File: src/rtl/int2fp_seq.sv
// Sequential int32 -> IEEE-754 single converter: one-bit-per-cycle normalizer, then round and pack.
// Define INT2FP_RNE_EN for round-to-nearest-even; otherwise the result is truncated.
//
// state   | meaning
// IDLE    | waiting for start; zero operands complete here in one cycle
// NORM    | shift magnitude left until its MSB is set, decrementing the exponent
// ROUND   | round (or truncate), pack and pulse done
module int2fp_seq #(
   parameter int BIAS = 127
) (
   input  logic        clk,
   input  logic        rst,
   input  logic        start,
   input  logic [31:0] int_in,
   output logic        busy,
   output logic        done,
   output logic [31:0] fp_out
);

   localparam logic [1:0] S_IDLE  = 2'd0;
   localparam logic [1:0] S_NORM  = 2'd1;
   localparam logic [1:0] S_ROUND = 2'd2;

   localparam logic [7:0] EXP_TOP = 8'(BIAS + 31);

   logic [1:0]  state_q, state_d;
   logic [31:0] mag_q, mag_d;
   logic [7:0]  exp_q, exp_d;
   logic        sign_q, sign_d;
   logic        done_q, done_d;
   logic [31:0] fp_q, fp_d;

   logic [31:0] mag_abs;
   logic [22:0] frac_rnd;
   logic [7:0]  exp_rnd;

   // -2^31 negates to itself, which is exactly the unsigned magnitude wanted
   assign mag_abs = int_in[31] ? (~int_in + 32'd1) : int_in;

`ifdef INT2FP_RNE_EN
   logic        guard_bit;
   logic        sticky_bit;
   logic        lsb_bit;
   logic        round_up;
   logic [23:0] frac_sum;

   always_comb begin
      guard_bit  = mag_q[7];
      sticky_bit = |mag_q[6:0];
      lsb_bit    = mag_q[8];
      round_up   = guard_bit & (sticky_bit | lsb_bit);
      frac_sum   = {1'b0, mag_q[30:8]} + {23'd0, round_up};
      // a carry out of the fraction leaves it zero and bumps the exponent
      frac_rnd   = frac_sum[22:0];
      exp_rnd    = exp_q + {7'd0, frac_sum[23]};
   end
`else
   always_comb begin
      frac_rnd = mag_q[30:8];
      exp_rnd  = exp_q;
   end
`endif

   always_comb begin
      state_d = state_q;
      mag_d   = mag_q;
      exp_d   = exp_q;
      sign_d  = sign_q;
      done_d  = 1'b0;
      fp_d    = fp_q;

      case (state_q)
         S_IDLE: begin
            if (start) begin
               if (int_in == 32'd0) begin
                  fp_d   = 32'd0;
                  done_d = 1'b1;
               end else begin
                  sign_d  = int_in[31];
                  mag_d   = mag_abs;
                  exp_d   = EXP_TOP;
                  state_d = S_NORM;
               end
            end
         end
         S_NORM: begin
            if (mag_q[31]) begin
               state_d = S_ROUND;
            end else begin
               mag_d = {mag_q[30:0], 1'b0};
               exp_d = exp_q - 8'd1;
            end
         end
         S_ROUND: begin
            fp_d    = {sign_q, exp_rnd, frac_rnd};
            done_d  = 1'b1;
            state_d = S_IDLE;
         end
         default: begin
            state_d = S_IDLE;
         end
      endcase
   end

   always_ff @(posedge clk) begin
      if (rst) begin
         state_q <= S_IDLE;
         mag_q   <= 32'd0;
         exp_q   <= 8'd0;
         sign_q  <= 1'b0;
         done_q  <= 1'b0;
         fp_q    <= 32'd0;
      end else begin
         state_q <= state_d;
         mag_q   <= mag_d;
         exp_q   <= exp_d;
         sign_q  <= sign_d;
         done_q  <= done_d;
         fp_q    <= fp_d;
      end
   end

   assign busy   = (state_q != S_IDLE);
   assign done   = done_q;
   assign fp_out = fp_q;

endmodule

File: config.mk
export PLATFORM = sky130hd
export DESIGN_NAME = int2fp_seq
export DESIGN_NICKNAME = d
export VERILOG_FILES = /design/src/rtl/int2fp_seq.sv
export SDC_FILE = /design/constraint.sdc
export NUM_CORES = 1
export LEC_CHECK = 0
export CORE_MARGIN = 3
export CORE_UTILIZATION = 47
export CTS_BUF_LIST = sky130_fd_sc_hd__clkbuf_8 sky130_fd_sc_hd__clkbuf_16
export DETAILED_ROUTE_END_ITERATION = 8
export GPL_ROUTABILITY_DRIVEN = 0
export PLACE_DENSITY = 0.76
export SETUP_SLACK_MARGIN = 0.15
export SLEW_MARGIN = 20
export SYNTH_ARGS = -nofsm -noshare
export SYNTH_HDL_FRONTEND = slang
export SYNTH_SLANG_ARGS = --single-unit
File: constraint.sdc
create_clock -name clk -period 2.5 [get_ports clk]
set_input_delay 0.25 -clock clk [delete_from_list [all_inputs] [get_ports clk]]
set_output_delay 0.25 -clock clk [all_outputs]
set_load 0.1 [all_outputs]
==> results of run 1 <==
worst paths after layout:
kind / startpoint / endpoint
setup / recovery: int_in[11] / mag_q[4]
setup reg to reg: state_q[0] / mag_q[7]
hold reg to reg: mag_q[5] / mag_q[5]
hold / removal: int_in[0] / mag_q[0]
cell families (layout without fill, tap and decap cells):
| kind of cell | Yosys count | after routing | share of synthesized area, % |
|---|---|---|---|
| buf+inv | 42 | 160 | 5.32 |
| flops | 76 | 76 | 42.3 |
| simple gates | 122 | 123 | 17.6 |
| fa+ha+maj | 2 | 2 | 0.695 |
| xor+xnor | 36 | 36 | 8.76 |
| compound gates | 122 | 122 | 25.1 |
| mux | 1 | 1 | 0.278 |
stage by stage:
step | cell area, µm² | worst slack (ns) | TNS (ns) | utilization, % | power (µW)
global placement | 4650 | -0.512 | -32.55 | 63.5 | 1940
global route | 5130 | 0.148 | 0 | 70.0 | 3240
CTS | 5050 | 0.152 | 0 | 68.8 | 3090
finish | 5130 | 0.216 | 0 | 70.0 | 3130
floorplan | 3660 | 0.0510 | 0 | - | 1730
detailed placement | 4660 | -0.531 | -34.78 | 63.5 | 1960
sequential cells by signal (all words and copies together) (netlist names):
name     flops
fp_out      32
mag_q       32
exp_q        8
state_q      2
done         1
sign_q       1
routing by layer:
layer	up-vias	part of all wire [%]	track usage [%]
met1	1702	43	30.5
li1	1698	-	-
met5	-	0	0
met3	17	6.5	3.78
met2	133	49	39.8
met4	0	1.8	8.30
worst register-to-register path, cell delays in order (launching register included):
cell and delay, ns:
dfxtp_1 0.39, or2_2 0.35, nor2_1 0.33, o21a_4 0.23, nor2_8 0.06, buf_12 0.12, buf_4 0.12, a221oi_1 0.29
nor3_2 0.07
layout by cell type, fill, tap and decap left out, drive strengths merged, types with 2 or more instances in the layout:
cell	synthesis	routed
nand3	5	5
o211ai	4	4
o41ai	6	6
xor2	4	4
o21ai	23	23
nor3	14	14
dlygate4sd2	0	4
nor4	7	7
or2	3	3
dfxtp	76	76
a21oi	15	15
or4	5	5
a221oi	10	10
clkbuf	19	12
a22o	32	32
nor2	35	36
o31ai	14	14
bufinv	0	3
or3	5	5
clkinvlp	0	2
nor3b	3	3
dlymetal6s2s	0	8
xnor2	32	32
ha	2	2
or4b	2	2
nand2	35	35
buf	13	102
nand2b	3	3
a211oi	11	11
clkdlybuf4s50	0	18
nor2b	2	2
inv	10	10
repair_timing:
item	4_1_cts	5_1_grt
buffers inserted	2	6
setup endpoints to repair	74	64
gates cloned	2	0
pin swaps	14	7
resized for setup	33	22
area by class of cell:
| cell class | instances | area (µm²) |
|---|---|---|
| fill | 539 | 2200 |
| multi-input combinational | 284 | 2030 |
| sequential | 76 | 1520 |
| timing repair buffer | 135 | 1160 |
| clock buffer | 9 | 124 |
| tap | 99 | 124 |
| clock inverter | 6 | 114 |
| inverter | 10 | 55.1 |
where the power goes:
| group | switching (µW) | total (µW) | internal, µW | leakage (µW) |
|---|---|---|---|---|
| Clock | 462 | 1120 | 658 | 0.000112 |
| Sequential | 68.0 | 1360 | 1290 | 0.000621 |
| Combinational | 344 | 650 | 306 | 0.00135 |
==> out/results.ini, run 1 <==
[setup_path]
slowest_delay_ns = 0.55
crit_arrival_ns = 2.55
cpMaxStageDelayCell = or4_4
critical_path_peak_fanout = 5
crit_chain = dlygate4sd2_1 > or4_4 > buf_6 > or4_4 > buf_6 > o21a_4 > nor2_8 > buf_12 > a211oi_1 > a211oi_1
path_delay_family = simple AND/OR/NAND/NOR gates
rrSetupSlack_ns = 0.41
start_kind = primary input
worstSetupPathDepth = 10
r2r_cells = 8
cp.required_ns = 2.77
crit_type = in2reg
crit_buf_inv = 4
cp-end-kind = register

[cells_and_area]
fin_nets = 553
fin_cells = 619
synthToLayoutAreaGrowth_pct = 42.5
drive_above_1_share_pct = 30.2
diodes = 0

[place]
hpwlAfterDp_um = 6820
port_buffers = 68
placed_cells = 594

[die]
rows = 31
die_x_um = 93.5
fp.dieArea_um2 = 8750
fp.dieH_um = 93.5
start_util_pct = 49.1
fp.coreArea_um2 = 7330
io_pins = 69

[routing]
wl_per_cell_um = 16.6
drt_iter0_markers = 244
antenna_left = 0
post_drt_via_cell_ratio = 5.74
drc = 0
routed_wirelength_um = 10300
firstDrtPassIters = 7
via_count = 3550

[global_routing]
gr-usage-all-layers_pct = 23.6
grt-ovfl-total = 0
grt_start_max_net_pins = 46
grt_pass1_wl_um = 16200
first_global_vias = 3372
antenna_found_initial = 0

[timing]
setup_viol = 0
fin_hold_ws_ns = 0.310
tightest_slew_ns = 0.549
timing.slew.headroom_pct = 63.4
period_minus_slack_ns = 2.28
period_share_pct = 91.4
max_freq_ghz = 0.438
drv_slew = 0
hold_viol = 0
fin_skew_ns = 0.00700
grt_setup_unrepaired = false

[cts]
htree_num_levels = 3
cts_tree = done
numCtsBuffers = 9
cts.sink_count = 76
insertion_delay_ns = 0.36
clockRootBuffer = clkbuf_8
clockBufferDepth = 2
cts_hold_buf = 0
path_clk_slew_ns = 0.07

[synthesis]
ys_seq_elements = 76
synthesis.nets = 438
yosysSeqAreaShare_pct = 42.3
syn-instance-count = 401
synth_top_area_share_pct = 42.3
synthArstFlopShare_pct = 0
syn_area_per_cell_um2 = 8.98
ys_types = 47
synth-main-ff-cell = dfxtp_1
synth.most_common_cell = dfxtp_1
synth_enable_flop_cells = 0
netlist_top_cells_area = dfxtp_1 42%, a22o_1 7.8%, xnor2_1 7.8%, nand2_1 3.6%, nor2_1 3.4%
yosysWarnings = 0
synth_common_cells = 76 x dfxtp_1, 35 x nand2_1, 33 x nor2_1
synth_top_cell_by_area = dfxtp_1
netlist_area_um2 = 3600

[hold_path]
hold_depth = 4
hold_path_class = in2reg

[run]
maxCapViolCount = 0

[run_status]
outcome = finished clean

[pwr]
powerDensity_nw_per_um2 = 609
p_leak_uw = 0.00208
peakVddDrop_uv = 312

(Power assumes the default switching activity.)
==> inputs of run 2 (changes only) <==
--- a/config.mk
+++ b/config.mk
@@ -5,12 +5,13 @@
 export SDC_FILE = /design/constraint.sdc
 export NUM_CORES = 1
 export LEC_CHECK = 0
+export ABC_AREA = 0
 export CORE_MARGIN = 3
 export CORE_UTILIZATION = 47
 export CTS_BUF_LIST = sky130_fd_sc_hd__clkbuf_8 sky130_fd_sc_hd__clkbuf_16
 export DETAILED_ROUTE_END_ITERATION = 8
 export GPL_ROUTABILITY_DRIVEN = 0
-export PLACE_DENSITY = 0.76
+export PLACE_DENSITY = 0.86
 export SETUP_SLACK_MARGIN = 0.15
 export SLEW_MARGIN = 20
 export SYNTH_ARGS = -nofsm -noshare
==> out/results.ini, run 2 (synthesis results as in run 1) <==
[setup_path]
cp-end-kind = register
crit_arrival_ns = 2.60
start_kind = primary input
r2r_cells = 7
crit_type = in2reg
cp.required_ns = 2.77
critical_path_peak_fanout = 5

[timing]
setup_viol = 0
hold_viol = 0
period_share_pct = 93.2
fin_skew_ns = 0.00824
tightest_slew_ns = 0.582
period_minus_slack_ns = 2.33
max_freq_ghz = 0.429
timing.slew.headroom_pct = 61.2
finalWorstSetupSlack_ns = 0.170
grt_setup_unrepaired = false
drv_slew = 0

[global_routing]
grt_start_max_net_pins = 46
first_global_vias = 3715
gr-usage-all-layers_pct = 25.6
grt-ovfl-total = 0
antenna_found_initial = 0
grt_pass1_wl_um = 17400

[cells_and_area]
fin_area_um2 = 5110
synthToLayoutAreaGrowth_pct = 41.9
fin_util_pct = 69.7
final_cell_mix = 94 x buf_4, 76 x dfxtp_1, 35 x nand2_1, 32 x a22o_1, 32 x xnor2_1
drive_above_1_share_pct = 30.8
nFillCells = 506
fin_nets = 552
layout_commonest_cell = buf_4
diodes = 0

[die]
rows = 31
start_util_pct = 49.1
die_x_um = 93.5
fp.dieArea_um2 = 8750
fp.coreArea_um2 = 7330
io_pins = 69
fp.dieH_um = 93.5

[run_status]
outcome = finished clean

[place]
placed_area_um2 = 4680
port_buffers = 68
hpwlAfterDp_um = 7240
dp_slack_ns = -0.582

[cts]
clockRootBuffer = clkbuf_8
path_clk_slew_ns = 0.07
cts_hold_buf = 0
insertion_delay_ns = 0.35
numCtsBuffers = 9
cts_tree = done
clockBufferDepth = 2
cts.sink_count = 76
htree_num_levels = 3

[routing]
drt_iter0_markers = 342
drc = 0
wl_per_cell_um = 19.0
firstDrtPassIters = 5
post_drt_via_cell_ratio = 6.09
antenna_left = 0
routed_wirelength_um = 11700
via_count = 3764

[pwr]
clkPwrFrac_pct = 29.6
p_comb_share_pct = 22.9
peakVddDrop_uv = 257
p_int_uw = 1980
p_leak_uw = 0.00202
swShare_pct = 31.0
p_sw_uw = 890
powerDensity_nw_per_um2 = 562
p_seq_share_pct = 47.4

[run]
maxCapViolCount = 0

[hold_path]
hold_depth = 4
hold_path_class = in2reg

==> run 2: cell count changes in the layout (fill, tap and decap cells not counted), moves of 3 or more <==
cell and change:
o31ai_4 +4, o31ai_2 -3, bufinv_16 -3, dlygate4sd2_1 +3
a211oi_2 +4, clkdlybuf4s50_1 +3, dlymetal6s2s_1 -6, a211oi_1 -4
==> run 2: routing by layer <==
metal | vias up | global-route usage (%) | share of wire (%) | wire [µm]
li1 | 1707 | - | - | -
met1 | 1757 | 29.3 | 37 | 4370
met2 | 242 | 42.5 | 48 | 5600
met3 | 58 | 6.19 | 9.5 | 1120
met4 | 0 | 16.5 | 5.4 | 630
met5 | - | 0 | 0 | 0
==> run 2: layout make-up <==
| type | instances | area, µm² | share of cell area [%] |
|---|---|---|---|
| flip-flops and latches | 76 | 1520 | 29.8 |
| repair buffers | 132 | 1090 | 21.3 |
| well taps | 99 | 124 | 2.42 |
| multi-input cells | 286 | 2150 | 42.0 |
| inverters | 10 | 55.1 | 1.08 |
| clock buffers | 11 | 151 | 2.96 |
| clock inverters | 4 | 25.0 | 0.490 |
==> run 2: power by group through the flow <==
stage	Clock (µW)	Combinational (µW)	Sequential, µW
3_5_place_dp	0	587	1380
2_1_floorplan	0	359	1370
6_report	850	659	1360
4_1_cts	851	609	1360
5_1_grt	915	704	1370
3_3_place_gp	0	566	1380
==> run 2: what timing repair did <==
action                     4_1_cts  5_1_grt
pin swaps                       12       15
setup endpoints to repair       74       61
gates cloned                     2        1
setup buffers                    1        2
gates resized for setup         39       23
==> run 2: worst max-delay path, cell delays in order <==
cell and delay (ns):
clkdlybuf4s50_1 0.42, or3_4 0.42, or4b_4 0.62, buf_4 0.19
o31ai_4 0.24, xnor2_1 0.17, nand2_1 0.10, a211oi_2 0.19
==> run 2: metrics by stage <==
step	TNS (ns)	total power, µW	cells	hold slack (ns)
6_report	0	2870	618	0.314
5_1_grt	0	2990	618	0.319
4_1_cts	0	2820	615	0.450
3_5_place_dp	-35.78	1970	597	0.453
3_3_place_gp	-32.42	1940	597	0.440
2_1_floorplan	0	1730	401	0.386
==> run 2: final timing paths <==
check / from / slack (ns) / end
setup / recovery: int_in[5] / 0.17 / mag_q[29]
hold / removal: int_in[0] / 0.31 / mag_q[0]
setup reg to reg: state_q[0] / 0.31 / mag_q[7]
hold reg to reg: mag_q[5] / 0.47 / mag_q[5]
